--- src/rtl/axi4_wr_burst_sched.sv ---
// axi4_wr_burst_sched
//   Write-path burst scheduler for a single AXI4 slave port. On each burst it
//   picks one AW request from NUM_MASTERS masters. The choice is by QoS, with
//   starvation aging and a round-robin tie-break. The W channel then stays with
//   the winner until WLAST. Accepted AWs without a B response are capped per
//   master. The block only drives mux selects and handshakes; it carries no
//   address or data payload.
// Ports
//   aclk, aresetn      clock, asynchronous active-low reset
//   m_awvalid/m_awqos  per-master AW request and QoS (master i at [4i+3:4i])
//   m_awready          per-master AWREADY, combinational from s_awready
//   s_awvalid/awready  AW handshake toward the slave
//   aw_sel, w_sel      AW / W mux selects; w_sel qualified by w_sel_valid
//   s_wfire, s_wlast   slave W beat handshake and its WLAST
//   b_fire, b_master   B response delivered and the master receiving it
//   busy               scheduler not idle
//   err_b_underflow    sticky: B seen for a master with nothing outstanding
module axi4_wr_burst_sched #(
    parameter int NUM_MASTERS     = 8,
    parameter int MAX_OUTSTANDING = 4,
    parameter int AGE_LIMIT       = 15
) (
    input  logic                           aclk,
    input  logic                           aresetn,
    input  logic [NUM_MASTERS-1:0]         m_awvalid,
    input  logic [4*NUM_MASTERS-1:0]       m_awqos,
    output logic [NUM_MASTERS-1:0]         m_awready,
    output logic                           s_awvalid,
    input  logic                           s_awready,
    output logic [$clog2(NUM_MASTERS)-1:0] aw_sel,
    output logic [$clog2(NUM_MASTERS)-1:0] w_sel,
    output logic                           w_sel_valid,
    input  logic                           s_wfire,
    input  logic                           s_wlast,
    input  logic                           b_fire,
    input  logic [$clog2(NUM_MASTERS)-1:0] b_master,
    output logic                           busy,
    output logic                           err_b_underflow
);
    localparam int MW = $clog2(NUM_MASTERS);

    typedef enum logic [1:0] {
        ST_IDLE = 2'd0,
        ST_ADDR = 2'd1,
        ST_DATA = 2'd2
    } state_t;

    state_t          state_q, state_d;
    logic [MW-1:0]   aw_sel_q, aw_sel_d;
    logic [MW-1:0]   w_sel_q, w_sel_d;
    logic [MW-1:0]   rr_ptr_q, rr_ptr_d;
    logic [3:0]      outst_q [NUM_MASTERS];
    logic [3:0]      outst_d [NUM_MASTERS];
    logic [7:0]      age_q   [NUM_MASTERS];
    logic [7:0]      age_d   [NUM_MASTERS];
    logic            err_q, err_d;

    logic            aw_hs;
    logic            win_found;
    logic [MW-1:0]   win_idx;
    logic [3:0]      win_eq;
    logic [3:0]      cand_eq;
    logic            cand_elig;
    int unsigned     cand;
    logic            inc;
    logic            dec;

    assign aw_hs = (state_q == ST_ADDR) && s_awready;

    // Scan from rr_ptr; a strict '>' keeps the earliest index in scan order on
    // equal effective QoS, which gives the round-robin tie-break.
    always_comb begin
        win_found = 1'b0;
        win_idx   = '0;
        win_eq    = '0;
        cand_eq   = '0;
        cand_elig = 1'b0;
        cand      = 0;
        for (int unsigned k = 0; k < NUM_MASTERS; k++) begin
            cand = 32'(rr_ptr_q) + k;
            if (cand >= NUM_MASTERS) begin
                cand = cand - NUM_MASTERS;
            end
            cand_elig = m_awvalid[cand] && (outst_q[cand] < 4'(MAX_OUTSTANDING));
            cand_eq   = (age_q[cand] == 8'(AGE_LIMIT)) ? 4'hF : m_awqos[4*cand +: 4];
            if (cand_elig && (!win_found || (cand_eq > win_eq))) begin
                win_found = 1'b1;
                win_idx   = MW'(cand);
                win_eq    = cand_eq;
            end
        end
    end

    always_comb begin
        state_d     = state_q;
        aw_sel_d    = aw_sel_q;
        w_sel_d     = w_sel_q;
        rr_ptr_d    = rr_ptr_q;
        s_awvalid   = 1'b0;
        w_sel_valid = 1'b0;
        m_awready   = '0;
        case (state_q)
            ST_IDLE: begin
                if (win_found) begin
                    aw_sel_d = win_idx;
                    state_d  = ST_ADDR;
                end
            end
            ST_ADDR: begin
                s_awvalid           = 1'b1;
                m_awready[aw_sel_q] = s_awready;
                if (s_awready) begin
                    rr_ptr_d = (aw_sel_q == MW'(NUM_MASTERS - 1)) ? '0 : aw_sel_q + MW'(1);
                    w_sel_d  = aw_sel_q;
                    state_d  = ST_DATA;
                end
            end
            ST_DATA: begin
                w_sel_valid = 1'b1;
                if (s_wfire && s_wlast) begin
                    state_d = ST_IDLE;
                end
            end
            default: state_d = ST_IDLE;
        endcase
    end

    always_comb begin
        err_d = err_q;
        inc   = 1'b0;
        dec   = 1'b0;
        for (int unsigned i = 0; i < NUM_MASTERS; i++) begin
            inc        = aw_hs && (aw_sel_q == MW'(i));
            dec        = b_fire && (b_master == MW'(i));
            outst_d[i] = outst_q[i];
            age_d[i]   = age_q[i];
            if (inc && !dec) begin
                outst_d[i] = outst_q[i] + 4'd1;
            end else if (dec && !inc) begin
                if (outst_q[i] == 4'd0) begin
                    err_d = 1'b1;
                end else begin
                    outst_d[i] = outst_q[i] - 4'd1;
                end
            end
            // Capped masters still age; a handshake always wins over aging.
            if (inc) begin
                age_d[i] = '0;
            end else if (m_awvalid[i] && (age_q[i] != 8'(AGE_LIMIT))) begin
                age_d[i] = age_q[i] + 8'd1;
            end
        end
    end

    always_ff @(posedge aclk or negedge aresetn) begin
        if (!aresetn) begin
            state_q  <= ST_IDLE;
            aw_sel_q <= '0;
            w_sel_q  <= '0;
            rr_ptr_q <= '0;
            err_q    <= 1'b0;
            for (int unsigned i = 0; i < NUM_MASTERS; i++) begin
                outst_q[i] <= '0;
                age_q[i]   <= '0;
            end
        end else begin
            state_q  <= state_d;
            aw_sel_q <= aw_sel_d;
            w_sel_q  <= w_sel_d;
            rr_ptr_q <= rr_ptr_d;
            err_q    <= err_d;
            for (int unsigned i = 0; i < NUM_MASTERS; i++) begin
                outst_q[i] <= outst_d[i];
                age_q[i]   <= age_d[i];
            end
        end
    end

    assign aw_sel          = aw_sel_q;
    assign w_sel           = w_sel_q;
    assign busy            = (state_q != ST_IDLE);
    assign err_b_underflow = err_q;

endmodule

--- config.mk ---
export PLATFORM = sky130hd
export DESIGN_NAME = axi4_wr_burst_sched
export DESIGN_NICKNAME = d
export VERILOG_FILES = /design/src/rtl/axi4_wr_burst_sched.sv
export SDC_FILE = /design/constraint.sdc
export NUM_CORES = 1
export LEC_CHECK = 0
export CAP_MARGIN = 20
export CORE_MARGIN = 8
export CORE_UTILIZATION = 60
export DETAILED_ROUTE_END_ITERATION = 10
export PLACE_DENSITY = 0.81
export SLEW_MARGIN = 20
export SYNTH_ARGS = -nofsm -noshare
export SYNTH_HDL_FRONTEND = slang
export SYNTH_SLANG_ARGS = --single-unit
--- constraint.sdc ---
create_clock -name aclk -period 17.5 [get_ports aclk]
set_input_delay 3.5 -clock aclk [delete_from_list [all_inputs] [get_ports aclk]]
set_output_delay 3.5 -clock aclk [all_outputs]
set_load 0.02 [all_outputs]
Word-level counts from Yosys, hierarchy flattened
Cells that the tools add are included.

word-level totals
  word-level logic and storage cells = 466
  register bits after elaboration = 108

operators by class
  bitwise logic cells = 9
  $lt $le $gt $ge = 41
  add/subtract/negate cells = 40
  multiplexer cells = 177
  equality and inequality tests = 43
  reductions and logical operators = 127
  shifts and indexed selects = 8

operators by type and width
  kind                 number
  $ge 33x4->1 const B  8
  $mux 8               33
  $not 32->33          8
  $shiftx 32x33->4     8
  $lt 32x4->1 const B  8
  $mux 32              8
  $mux 4               55
  $bmux 8 s3           8
  $bmux 4 s3           8
  $add 8x1->8 const B  8
  $eq 8x4->1 const B   8
  $ne 8x4->1 const B   8
  $logic_and 1x1->1    58
  $mux 1               43
  $sub 4x4->5 const B  7
  $reduce_bool 2->1    17
  $add 4x1->4 const B  8
  $logic_not 4->1      8
  $lt 4x3->1 const B   8
  $sub 4x1->4 const B  8
  $ge 4x4->1 const B   7
  $gt 4x4->1           7
  $mux 3               9
  $bmux 1 s3           8
  24 further kinds     89

Longest topological paths before layout
  depth after elaboration = 39
  depth in mapped cells = 75

Worst setup path before layout
No wires, ideal clock.

  path kind = input to register
  from = input port m_awvalid[1]
  to = register aw_sel_q[1], in the netlist aw_sel[1]
  path slack = 2780 ps
  stages = 67
  arrival = 14591 ps
  data required time = 17371 ps
  library setup time = 129 ps
  cells stage by stage = nor3b_1 > mux2_2 > mux4_2 > and2_1 > ha_1 > inv_1 > a21oi_1 > o21a_1 > o31a_1 > o221a_2 > nor2_1 > ha_1 > nor2b_1 > o21a_1 > o21a_1 > o21a_1 > o31ai_2 > o21ai_1 > (+31 left out) > nor2b_1 > o21ai_0 > nand2b_1 > a21oi_1 > a41o_1 > o21ai_0 > nand2_1 > mux2i_1 > ha_1 > nor2b_1 > o21ai_0 > nand2b_1 > a21oi_1 > or3_1 > o31ai_1 > a21oi_1 > inv_1 > o41a_1

between the ends
  word-level cells in the longest chain between the ends = 33
  elaborated cells between the ends (all ways) = 76
  classes of those cells = order compare: 7; mux: 39; reduce/logical: 30

RTL lines
  element                                        line  RTL
  from (decl)                                    25    input logic [NUM_MASTERS-1:0] m_awvalid,
  $bmux 1 s3                                     84    cand_elig = m_awvalid[cand] && (outst_q[cand] < 4'(MAX_OUTSTANDING));
  $mux 1 (implied by the code)                   84
  $logic_and 1x1->1                              84
  $mux 4 or $mux 1 (tied branches)               86    if (cand_elig && (!win_found || (cand_eq > win_eq))) begin
  $gt 4x4->1 or $logic_not 1->1 (tied branches)  86
  $logic_or 1x1->1                               86
  $logic_and 1x1->1                              86
  $mux 4 or $mux 1 (tied branches)               86
  (+17 left out)                                 --
  $logic_or 1x1->1                               86
  $logic_and 1x1->1                              86
  $mux 4 or $mux 1 (tied branches)               86
  $gt 4x4->1 or $logic_not 1->1 (tied branches)  86
  $logic_or 1x1->1                               86
  $logic_and 1x1->1                              86
  $mux 1                                         86
  $reduce_and 2->1 (no source line)              --
  to (signal assigned)                           168   aw_sel_q <= aw_sel_d;
  to (decl)                                      49    logic [MW-1:0] aw_sel_q, aw_sel_d;

Several ways; a longest one is shown, not always the timed one. The select of a mux whose other input is x is not followed.
A chain may end at the register's enable or synchronous reset.

Worst setup path after layout
  from = input port m_awvalid[4]
  to = register aw_sel_q[1], in the netlist aw_sel[1]

Same word-level chain as after synthesis.

==> metrics.txt <==
worst-margin pin slew 1003 ps; row cnt 46; Mapped Avg Cell Area 9.082 um2; Total Nets Final ~1300; final worst path period share 93.87%; I/O Buffers 66; FMAX 60.88 MHz; drt total wl 25150 um; DRC viols 0; outcome finished clean; Die H 144.0 um; first-pass GRT wire length 41310 um; GPL Wtd Cong 0.9348; clk_skew 9.831 ps; syn_nets around 1200; Via density roughly 6.3; setup TNS 0 ps; area leader, netlist dfrtp_1; arrival time at the worst endpoint 16660 ps; Post-synth EDFFs 0; top cells by area, synth dfrtp_1, mux4_2, ha_1; vias in the first global route 8153; pins over their slew limit 0; number of clock sinks ~110; WP buf/inv 3; Post-CTS Setup Bufs 0; cell count after synthesis 1082; Longest Clk Path Bufs 2; share of layout cells above drive strength 1 10.14%; P&R area growth vs syn 11.82%; Starting Density between 60% and 70%; Crit path max-delay family compound AO/OA/AOI/OAI gates; CTS Root Cell clkbuf_16; largest net degree at the start of global routing 71; Via Count 8539; Worst-Skew Late Latency approximately 360 ps; top cell type's share of synthesized area 27.50%; ant diodes 0; Post-synth ARST share 100.0%; Fin. Hold Viols 0; critical path fanouts, max 19; Mapped Area a little under 10000 um2; RSZ-0062 raised after global routing no; Pre-antenna DRT Iters 7; critical path launch point type input pin; total grt overflow 0; drt wl/cell about 19 um; core area between 15000 and 20000 um2; YS warnings 0; H-tree depth 3; CTS buffer count 9; Worst-path clk slew 70 ps; initial antenna violation count 0; max-cap violation count 0; Largest stage delay, worst path 520 ps; TritonCTS clock tree yes; register bit total from synthesis 108; dpl hpwl approximately 19000 um; Die X 144.0 um; die area between 20000 and 25000 um2; Seq/Total Area, Yosys 27.50%; DRC marker count from the first detailed-route iteration ~610; Slowest-stage cell, CP clkdlybuf4s50_1; filler cell count between 1000 and 1500; I/O pins 67; Top cell by count, worst path o21a_1; max-slew headroom at the worst pin around a third; critical path capture point type register; Worst Path Required 17740 ps; final setup vio count 0; antenna-violating nets left 0; All-Layer GR Usage 25.13%; Hold Path Class register to register; Setup Crit Path Kind input pin to register; Post-synth top flop dfrtp_1; crit path time final 16430 ps; Yosys cell types 75
registers in the layout, summed over array words and instances (netlist names):
signal,flops
w_sel,3
outst_q,32
aw_sel,3
state_q,2
rr_ptr_q,3
age_q,64
err_b_underflow,1
worst register-to-register path: cells and delay by family, from the launching register on:
family	cells	cell delay (ps)
DFF	1	340
adders and majority gates	8	2900
and+or+nand+nor	21	4000
AOI/OAI and AO/OA	33	6050
buffers and inverters	6	1170
muxes	1	230
stage by stage:
stage	hold WS, ps	setup slack [ps]	cells	area [um2]	utilization [%]
after floorplan	449.2	2780	1082	9827	-
after global placement	463.6	947.1	1335	10650	66.79
after detailed placement	465.0	496.7	1335	10650	66.79
after CTS	484.0	863.3	1350	10960	68.73
after global routing	497.8	72.67	1350	10990	68.92
final	477.2	1074	1350	10990	68.92
what timing repair did:
action,4_1_cts,5_1_grt
hold endpoints to repair,0,0
endpoints found under the setup margin,0,3
gates resized for setup,0,6
hold buffers,0,0
cell usage in the layout, fill, tap and decap left out, types with 4 or more instances in the layout:
master | synthesis | layout
nand2_1 | 138 | 137
nor2_1 | 114 | 114
dfrtp_1 | 108 | 107
ha_1 | 80 | 80
clkdlybuf4s50_1 | 0 | 65
nand3_1 | 48 | 48
inv_1 | 47 | 47
mux4_2 | 47 | 47
a21oi_1 | 47 | 47
xnor2_1 | 42 | 42
xor2_1 | 37 | 37
o21ai_0 | 37 | 37
mux2i_1 | 25 | 25
nor3_1 | 21 | 21
nand4_1 | 19 | 19
o21a_1 | 15 | 15
or4_1 | 15 | 15
nor2b_1 | 12 | 12
or2_2 | 12 | 12
a211oi_1 | 12 | 12
a21o_1 | 12 | 12
and3_1 | 11 | 11
or3_1 | 11 | 11
nand2b_1 | 10 | 10
mux2_2 | 9 | 9
clkbuf_16 | 0 | 9
fa_1 | 8 | 8
buf_4 | 2 | 8
o21ai_1 | 6 | 6
and2_1 | 6 | 6
a21boi_0 | 5 | 5
o22ai_1 | 5 | 5
nor4_1 | 5 | 5
nor3b_2 | 0 | 4
o22a_1 | 4 | 4
a31o_2 | 4 | 4
cells by family (layout without fill, tap and decap cells):
| kind of cell | count (synthesis) | count (layout) | share of synthesized area [%] |
|---|---|---|---|
| AO/OA/AOI/OAI | 196 | 196 | 13.82 |
| XOR/XNOR | 80 | 80 | 7.207 |
| adder cells (fa/ha/maj) | 88 | 88 | 11.82 |
| buffers and inverters | 88 | 140 | 3.616 |
| flip-flops | 108 | 108 | 27.50 |
| multiplexers | 82 | 82 | 14.62 |
| AND/OR/NAND/NOR | 440 | 440 | 21.43 |
synth_stat cells, types with 6 or more instances:
library cell / instances
a211oi_1: 12
a21o_1: 12
a21oi_1: 47
and2_1: 6
and3_1: 11
buf_2: 14
clkbuf_1: 17
dfrtp_1: 108
fa_1: 8
ha_1: 80
inv_1: 47
mux2_2: 9
mux2i_1: 25
mux4_2: 47
nand2_1: 138
nand2b_1: 10
nand3_1: 48
nand4_1: 19
nor2_1: 114
nor2b_1: 12
nor3_1: 21
nor3b_1: 6
o21a_1: 15
o21ai_0: 37
o21ai_1: 6
or2_2: 12
or3_1: 11
or4_1: 15
xnor2_1: 42
xor2_1: 37
metal layers:
metal	part of all wire (%)	vias to the layer above	global-route usage [%]	wire (um)
met5	0	-	0	0
met4	4.6	0	12.12	1161
met3	5.7	61	3.792	1434
met2	48	331	41.99	12150
met1	41	4113	31.34	10400
li1	-	4034	-	-
area by class of cell:
class                   count  area (um2)  area share [%]
repair buffers             73       710.7           6.468
clock buffers              11       252.7           2.300
inverters                  52       195.2           1.776
flip-flops and latches    108        2704           24.61
well taps                 216       270.3           2.460
clock inverters             4       55.05          0.5010
multi-input cells         886        6800           61.89
worst paths after layout:
path,from,end,slack (ps),cells past startpoint
hold / removal,w_sel[2],w_sel[2],480,2
setup reg to reg,rr_ptr_q[0],aw_sel[1],2690,69
max in group asynchronous,aresetn,rr_ptr_q[0],13160,2
hold reg to reg,w_sel[2],w_sel[2],480,2
min in group asynchronous,aresetn,age_q[58],3250,1
setup / recovery,m_awvalid[4],aw_sel[1],1070,65
Power is left out: the tool's default activity adds up to more than one toggle a clock period on the data nets, which glitch-free logic cannot reach.
